[src/rtl/mdu_pkg.sv]
`default_nettype none
// ============================================================================
// Module      : mdu_pkg
// Description : Shared types and constants for the multiply/divide unit:
//               operation encoding, FSM states, default operand width and
//               the ALU opcodes that decode into this unit.
// Revision    : 1.0 - initial release
// ============================================================================
package mdu_pkg;

    // Default operand width; HI and LO are each this wide.
    localparam int C_MDU_WIDTH = 32;

    // ALU operation codes handed over to the multi-cycle unit by decode.
    localparam logic [4:0] C_ALU_OP_MULT = 5'h0F;
    localparam logic [4:0] C_ALU_OP_DIV  = 5'h10;

    // Operation select; bit 1 = divide, bit 0 = unsigned.
    typedef enum logic [1:0] {
        OP_MULT  = 2'b00,
        OP_MULTU = 2'b01,
        OP_DIV   = 2'b10,
        OP_DIVU  = 2'b11
    } mdu_op_e;

    // Sequencer states.
    typedef enum logic [1:0] {
        ST_IDLE = 2'b00,
        ST_CALC = 2'b01,
        ST_FIX  = 2'b10
    } mdu_state_e;

endpackage : mdu_pkg
`default_nettype wire

[src/rtl/mul_div_unit.sv]
`default_nettype none
// ============================================================================
// Module      : mul_div_unit
// Description : Multi-cycle integer multiply/divide unit with architectural
//               HI/LO registers. Radix-2 shift-add multiply and restoring
//               shift-subtract divide share one 2*WIDTH+1 working register;
//               signed operations run on magnitudes and are sign-fixed at
//               the end.
// Revision    : 1.0 - initial release
// ============================================================================
module mul_div_unit
    import mdu_pkg::*;
#(
    parameter int WIDTH = C_MDU_WIDTH
) (
    input  logic             clk,
    input  logic             rst_n,
    input  logic             start,
    input  logic [1:0]       op,
    input  logic [WIDTH-1:0] op_a,
    input  logic [WIDTH-1:0] op_b,
    input  logic             flush,
    input  logic             hi_we,
    input  logic             lo_we,
    input  logic [WIDTH-1:0] wdata,
    output logic             busy,
    output logic             done,
    output logic             div_by_zero,
    output logic [WIDTH-1:0] hi,
    output logic [WIDTH-1:0] lo
);

    localparam int              CNT_W      = $clog2(WIDTH + 1);
    localparam logic [CNT_W-1:0] C_CNT_INIT = CNT_W'(WIDTH);
    localparam logic [CNT_W-1:0] C_CNT_ONE  = CNT_W'(1);

    // ------------------------------------------------------------------
    // State
    // ------------------------------------------------------------------
    mdu_state_e           r_state;
    mdu_state_e           w_state_next;
    mdu_op_e              r_op;
    logic [2*WIDTH:0]     r_acc;     // shared working register
    logic [WIDTH-1:0]     r_b;       // multiplicand / divisor magnitude
    logic [CNT_W-1:0]     r_cnt;
    logic                 r_neg_q;   // negate product or quotient
    logic                 r_neg_r;   // negate remainder (dividend sign)
    logic [WIDTH-1:0]     r_hi;
    logic [WIDTH-1:0]     r_lo;
    logic                 r_done;
    logic                 r_dbz;

    // ------------------------------------------------------------------
    // Operand conditioning at launch
    // ------------------------------------------------------------------
    logic                 w_signed;
    logic                 w_a_neg;
    logic                 w_b_neg;
    logic [WIDTH-1:0]     w_a_mag;
    logic [WIDTH-1:0]     w_b_mag;
    logic                 w_launch;

    assign w_signed = ~op[0];
    assign w_a_neg  = w_signed & op_a[WIDTH-1];
    assign w_b_neg  = w_signed & op_b[WIDTH-1];
    // The most negative value maps to itself, which is its correct
    // unsigned magnitude.
    assign w_a_mag  = w_a_neg ? -op_a : op_a;
    assign w_b_mag  = w_b_neg ? -op_b : op_b;
    // A flush in the same cycle kills the launch.
    assign w_launch = start & ~flush;

    // ------------------------------------------------------------------
    // One multiply iteration: add multiplicand if LSB set, shift right.
    // ------------------------------------------------------------------
    logic [WIDTH:0]       w_mul_sum;
    logic [2*WIDTH:0]     w_mul_next;

    assign w_mul_sum  = {1'b0, r_acc[2*WIDTH-1:WIDTH]}
                      + (r_acc[0] ? {1'b0, r_b} : {(WIDTH+1){1'b0}});
    assign w_mul_next = {1'b0, w_mul_sum, r_acc[WIDTH-1:1]};

    // ------------------------------------------------------------------
    // One restoring divide iteration: shift left, trial subtract, keep
    // the difference only when it is non-negative.
    // ------------------------------------------------------------------
    logic [2*WIDTH:0]     w_div_shift;
    logic [WIDTH:0]       w_div_diff;
    logic [2*WIDTH:0]     w_div_next;

    assign w_div_shift = {r_acc[2*WIDTH-1:0], 1'b0};
    assign w_div_diff  = w_div_shift[2*WIDTH:WIDTH] - {1'b0, r_b};
    assign w_div_next  = w_div_diff[WIDTH]
                       ? w_div_shift
                       : {w_div_diff, w_div_shift[WIDTH-1:1], 1'b1};

    // Top bit only carries intermediate overflow inside an iteration.
    logic                 w_unused_acc_top;
    assign w_unused_acc_top = r_acc[2*WIDTH];

    // ------------------------------------------------------------------
    // Sign correction of the finished result
    // ------------------------------------------------------------------
    logic [2*WIDTH-1:0]   w_prod;
    logic [2*WIDTH-1:0]   w_prod_fix;
    logic [WIDTH-1:0]     w_quo_fix;
    logic [WIDTH-1:0]     w_rem_fix;

    assign w_prod     = r_acc[2*WIDTH-1:0];
    assign w_prod_fix = r_neg_q ? -w_prod : w_prod;
    assign w_quo_fix  = r_neg_q ? -r_acc[WIDTH-1:0]       : r_acc[WIDTH-1:0];
    assign w_rem_fix  = r_neg_r ? -r_acc[2*WIDTH-1:WIDTH] : r_acc[2*WIDTH-1:WIDTH];

    // ------------------------------------------------------------------
    // FSM
    // ------------------------------------------------------------------
    logic                 w_fix_commit;
    logic                 w_dbz_hit;

    // Next-state and result-commit decode.
    always_comb begin
        w_state_next = r_state;
        w_fix_commit = 1'b0;
        w_dbz_hit    = 1'b0;
        case (r_state)
            ST_IDLE: begin
                if (w_launch) begin
                    w_state_next = ST_CALC;
                end
            end
            ST_CALC: begin
                if (flush) begin
                    w_state_next = ST_IDLE;
                end else if (r_cnt == C_CNT_ONE) begin
                    w_state_next = ST_FIX;
                end
            end
            ST_FIX: begin
                w_state_next = ST_IDLE;
                w_fix_commit = ~flush;
                w_dbz_hit    = ~flush & r_op[1] & (r_b == {WIDTH{1'b0}});
            end
            default: begin
                w_state_next = ST_IDLE;
            end
        endcase
    end

    // State register.
    always_ff @(posedge clk) begin
        if (!rst_n) begin
            r_state <= ST_IDLE;
        end else begin
            r_state <= w_state_next;
        end
    end

    // Datapath, HI/LO and registered status pulses.
    always_ff @(posedge clk) begin
        if (!rst_n) begin
            r_op    <= OP_MULT;
            r_acc   <= '0;
            r_b     <= '0;
            r_cnt   <= '0;
            r_neg_q <= 1'b0;
            r_neg_r <= 1'b0;
            r_hi    <= '0;
            r_lo    <= '0;
            r_done  <= 1'b0;
            r_dbz   <= 1'b0;
        end else begin
            r_done <= w_fix_commit;
            r_dbz  <= w_dbz_hit;
            case (r_state)
                ST_IDLE: begin
                    if (hi_we) begin
                        r_hi <= wdata;
                    end
                    if (lo_we) begin
                        r_lo <= wdata;
                    end
                    if (w_launch) begin
                        r_op    <= mdu_op_e'(op);
                        r_b     <= w_b_mag;
                        r_acc   <= {{(WIDTH+1){1'b0}}, w_a_mag};
                        r_cnt   <= C_CNT_INIT;
                        r_neg_q <= w_a_neg ^ w_b_neg;
                        r_neg_r <= w_a_neg;
                    end
                end
                ST_CALC: begin
                    if (flush) begin
                        r_cnt <= '0;
                    end else begin
                        r_acc <= r_op[1] ? w_div_next : w_mul_next;
                        r_cnt <= r_cnt - C_CNT_ONE;
                    end
                end
                ST_FIX: begin
                    if (w_fix_commit) begin
                        if (!r_op[1]) begin
                            r_hi <= w_prod_fix[2*WIDTH-1:WIDTH];
                            r_lo <= w_prod_fix[WIDTH-1:0];
                        end else if (!w_dbz_hit) begin
                            r_hi <= w_rem_fix;
                            r_lo <= w_quo_fix;
                        end
                    end
                end
                default: begin
                    r_cnt <= '0;
                end
            endcase
        end
    end

    assign busy        = (r_state != ST_IDLE);
    assign done        = r_done;
    assign div_by_zero = r_dbz;
    assign hi          = r_hi;
    assign lo          = r_lo;

endmodule : mul_div_unit
`default_nettype wire

[config.mk]
export PLATFORM = sky130hd
export DESIGN_NAME = mul_div_unit
export DESIGN_NICKNAME = d
export VERILOG_FILES = /design/src/rtl/mdu_pkg.sv /design/src/rtl/mul_div_unit.sv
export SDC_FILE = /design/constraint.sdc
export NUM_CORES = 1
export LEC_CHECK = 0
export CAP_MARGIN = 20
export CORE_MARGIN = 10
export CORE_UTILIZATION = 40
export DETAILED_ROUTE_END_ITERATION = 8
export DONT_BUFFER_PORTS = 1
export GPL_TIMING_DRIVEN = 0
export PLACE_DENSITY = 0.51
export SLEW_MARGIN = 20
export SYNTH_ARGS = -nofsm -noshare
export SYNTH_HDL_FRONTEND = slang
export SYNTH_SLANG_ARGS = --single-unit
[constraint.sdc]
create_clock -name clk -period 8.1 [get_ports clk]
set_input_delay 0.81 -clock clk [delete_from_list [all_inputs] [get_ports clk]]
set_output_delay 0.81 -clock clk [all_outputs]
set_load 0.1 [all_outputs]
==> impl_metrics.ini <==
[sta]
fin_crit_sh = 0.7773
drv_slew = 0
fin_crit_ns = 6.296
worstMarginPinSlew_ns = 1.074
skew_ns = 0.01852
slew_headroom = 0.2831
setup_viol = 0
max_freq_mhz = 158.8
hold_viol = 0
grt_setup_unrepaired = no
setup_tns_ns = 0
layout_setup_ws_ns = 1.804

[placed_design]
gp_congestion = 0.9447
dp.cells = 2348
io_buffers = 0
place_ws_ns = 2.068
hpwl_um = 45830
place_area_um2 = 14390

[drt]
dr.pass1.iters = 6
drt_iter0_drc = 1375
ant_nets = 0
detail_route.wl_per_cell_um = 23.90
wirelength_um = 56880
vias = 14190
drc = 0
via_per_inst = 5.963

[clocking]
clock_path_buffers = 2
clkLatencyLatePin_ns = 0.47
root_buffer = clkbuf_16
htreeDepth = 4
cts_tree = built
ctsHoldBuffers = 0
ctsResizeCount = 0
cts_made_buffers = 17
cts_sinks = 173
cts.clk_slew.worst_paths_ns = 0.08
cts_setup_buffers = 0

[yosys]
synth-edff-count = 0
synth_area_leaders = dfxtp_1 (25%), a21oi_1 (7.4%), nor2_1 (7.1%), ha_1 (6.3%), xnor2_1 (5.6%)
ys_seq_area_frac = 0.2506
synth_cell_type_count = 75
avgSynthCellArea_um2 = 7.301
yosys-top-cells-count = nor2_1 (263), a21oi_1 (204), dfxtp_1 (173)
synth_flop_cell = dfxtp_1
synth_fp_nets = 2069
synth.top_cell.area_share = 0.2506
ys_warn_count = 0
synth_area_leader_cell = dfxtp_1
postSynth.asyncResetShare = 0
synthCells = 1893
synth-seq-cells = 173
yosysMostFrequentCell = nor2_1
synth_area_um2 = 13820

[floorplan]
die_w_um = 205.9
die-area_um2 = 42390
io_pins = 171
start_util = 0.4031
rows = 68
die_h_um = 205.9
core_area_um2 = 34290

[pwr]
p_seq_frac = 0.424
power_frac_clock = 0.343
p_leak_nw = 5.767
switching_power_mw = 1.062
internal_power_mw = 1.564
swShare = 0.4045
peakVddDrop_mv = 0.1585
power_mw = 2.626
power_frac_comb = 0.233
power_density_nw_per_um2 = 175.0

[finish]
multi_input_area_um2 = 9688
drive_above_1_share = 0.03117
regArea_um2 = 3463
fillers = 3628
final_nets = 2088
stdcell_area_um2 = 15000
area.growth.synth_to_final_pct = 8.564
stdcell_count = 2380
diodes = 0

[worst_setup_path]
worstSetupStartpointType = flop
endpoint_kind = flop
critPathMaxFanout = 10
arrival_ns = 6.67
critical_path_required_ns = 8.48
setup.worst_path.class = reg2reg

[run]
drv_cap = 0

[global_routing]
use_met1 = 0.3751
overflow = 0
grt.met2_usage = 0.3850
grt_use_total = 0.2582
met3_usage = 0.04671
grt-busiest-layer = met2
grt_max_degree = 20
grt_pass1_vias = 13100
grt_pass1_wl_um = 83520
antenna_found_initial = 1

[worst_hold_path]
hp-class = in2reg

[status]
status = finished clean
[worst max-delay path, stage by stage, from the launching register on]
cell      delay, ns
dfxtp_1        0.64
inv_1          0.20
ha_1           0.29
fa_1           0.41
nand2b_1       0.21
a21oi_1        0.35
o21ai_0        0.32
a211oi_1       0.60
a211oi_1       0.26
nand2_1        0.21
xor2_1         0.72
clkbuf_1       0.66
buf_1          0.79
nand3_1        0.27
a211oi_1       0.28
[final timing paths]
check / startpoint / end / slack, ns / cells past startpoint
hold / removal: op[1] / r_op[1] / 0.49 / 2
setup reg to reg: r_acc[31] / r_acc[61] / 1.80 / 14
hold reg to reg: r_b[21] / r_b[21] / 0.50 / 2
setup / recovery: r_acc[31] / r_acc[61] / 1.80 / 14
[state kept, by name, summed over array words and instances, names as in the netlist]
name         cells
r_cnt            6
hi              32
done             1
lo              32
r_neg_q          1
r_acc           64
r_state          2
r_neg_r          1
div_by_zero      1
r_b             32
r_op             1
[cells by family (layout without fill, tap and decap cells)]
group,after synthesis,count (layout),share of synthesized area
buf+inv,173,205,0.04843
simple gates,653,653,0.2188
fa+ha+maj,72,72,0.06627
mux,51,51,0.03721
compound gates,604,604,0.2729
flops,173,173,0.2506
xor+xnor,167,167,0.1058
[final cells by class]
| class | count | area share |
|---|---|---|
| multi-input combinational | 1547 | 0.6457 |
| sequential | 173 | 0.2308 |
| tap | 455 | 0.03794 |
| buffer | 116 | 0.03035 |
| clock buffer | 17 | 0.02835 |
| inverter | 57 | 0.01426 |
| clock inverter | 15 | 0.01259 |
[metrics by stage]
step | util | hold WS [ns]
after floorplan | - | 0.4445
after global placement | 0.4197 | 0.4889
after detailed placement | 0.4197 | 0.4852
after CTS | 0.4376 | 0.4691
after global routing | 0.4376 | 0.4939
final | 0.4376 | 0.4868
[power groups by stage]
stage | combinational (mW) | clock [mW] | sequential (mW)
floorplan | 0.431 | 0 | 1.11
global placement | 0.597 | 0 | 1.13
detailed placement | 0.599 | 0 | 1.13
CTS | 0.602 | 0.902 | 1.11
global route | 0.670 | 0.934 | 1.12
finish | 0.612 | 0.899 | 1.11
[metal layers]
metal,wire (µm),vias to the layer above
met5,0,-
met4,933,0
met3,4622,48
met2,23920,517
met1,27410,6764
li1,-,6864
[cell usage in the layout, fill, tap and decap left out, types with 8 or more instances in the layout]
cell	synthesis	routed
nor2_1	263	263
a21oi_1	204	204
dfxtp_1	173	173
nand2_1	166	166
o21ai_0	128	128
clkbuf_1	101	101
xnor2_1	89	89
a211oi_1	79	79
xor2_1	78	78
ha_1	70	70
inv_1	57	57
mux2i_1	48	48
nor3_1	38	38
a31oi_1	30	30
a21o_1	29	29
nand3_1	29	29
nor4_1	27	27
nand2b_1	27	27
nor2b_1	21	21
clkbuf_16	0	17
o31ai_1	16	16
o41ai_1	15	15
and3_1	14	14
or3_1	13	13
o211ai_1	11	11
nand4_1	10	10
o21a_1	10	10
a22oi_1	10	10
buf_1	9	9
or4_1	8	8
or2_2	8	8
a311oi_1	8	8
Note: power is estimated with default switching activity, not from simulation.
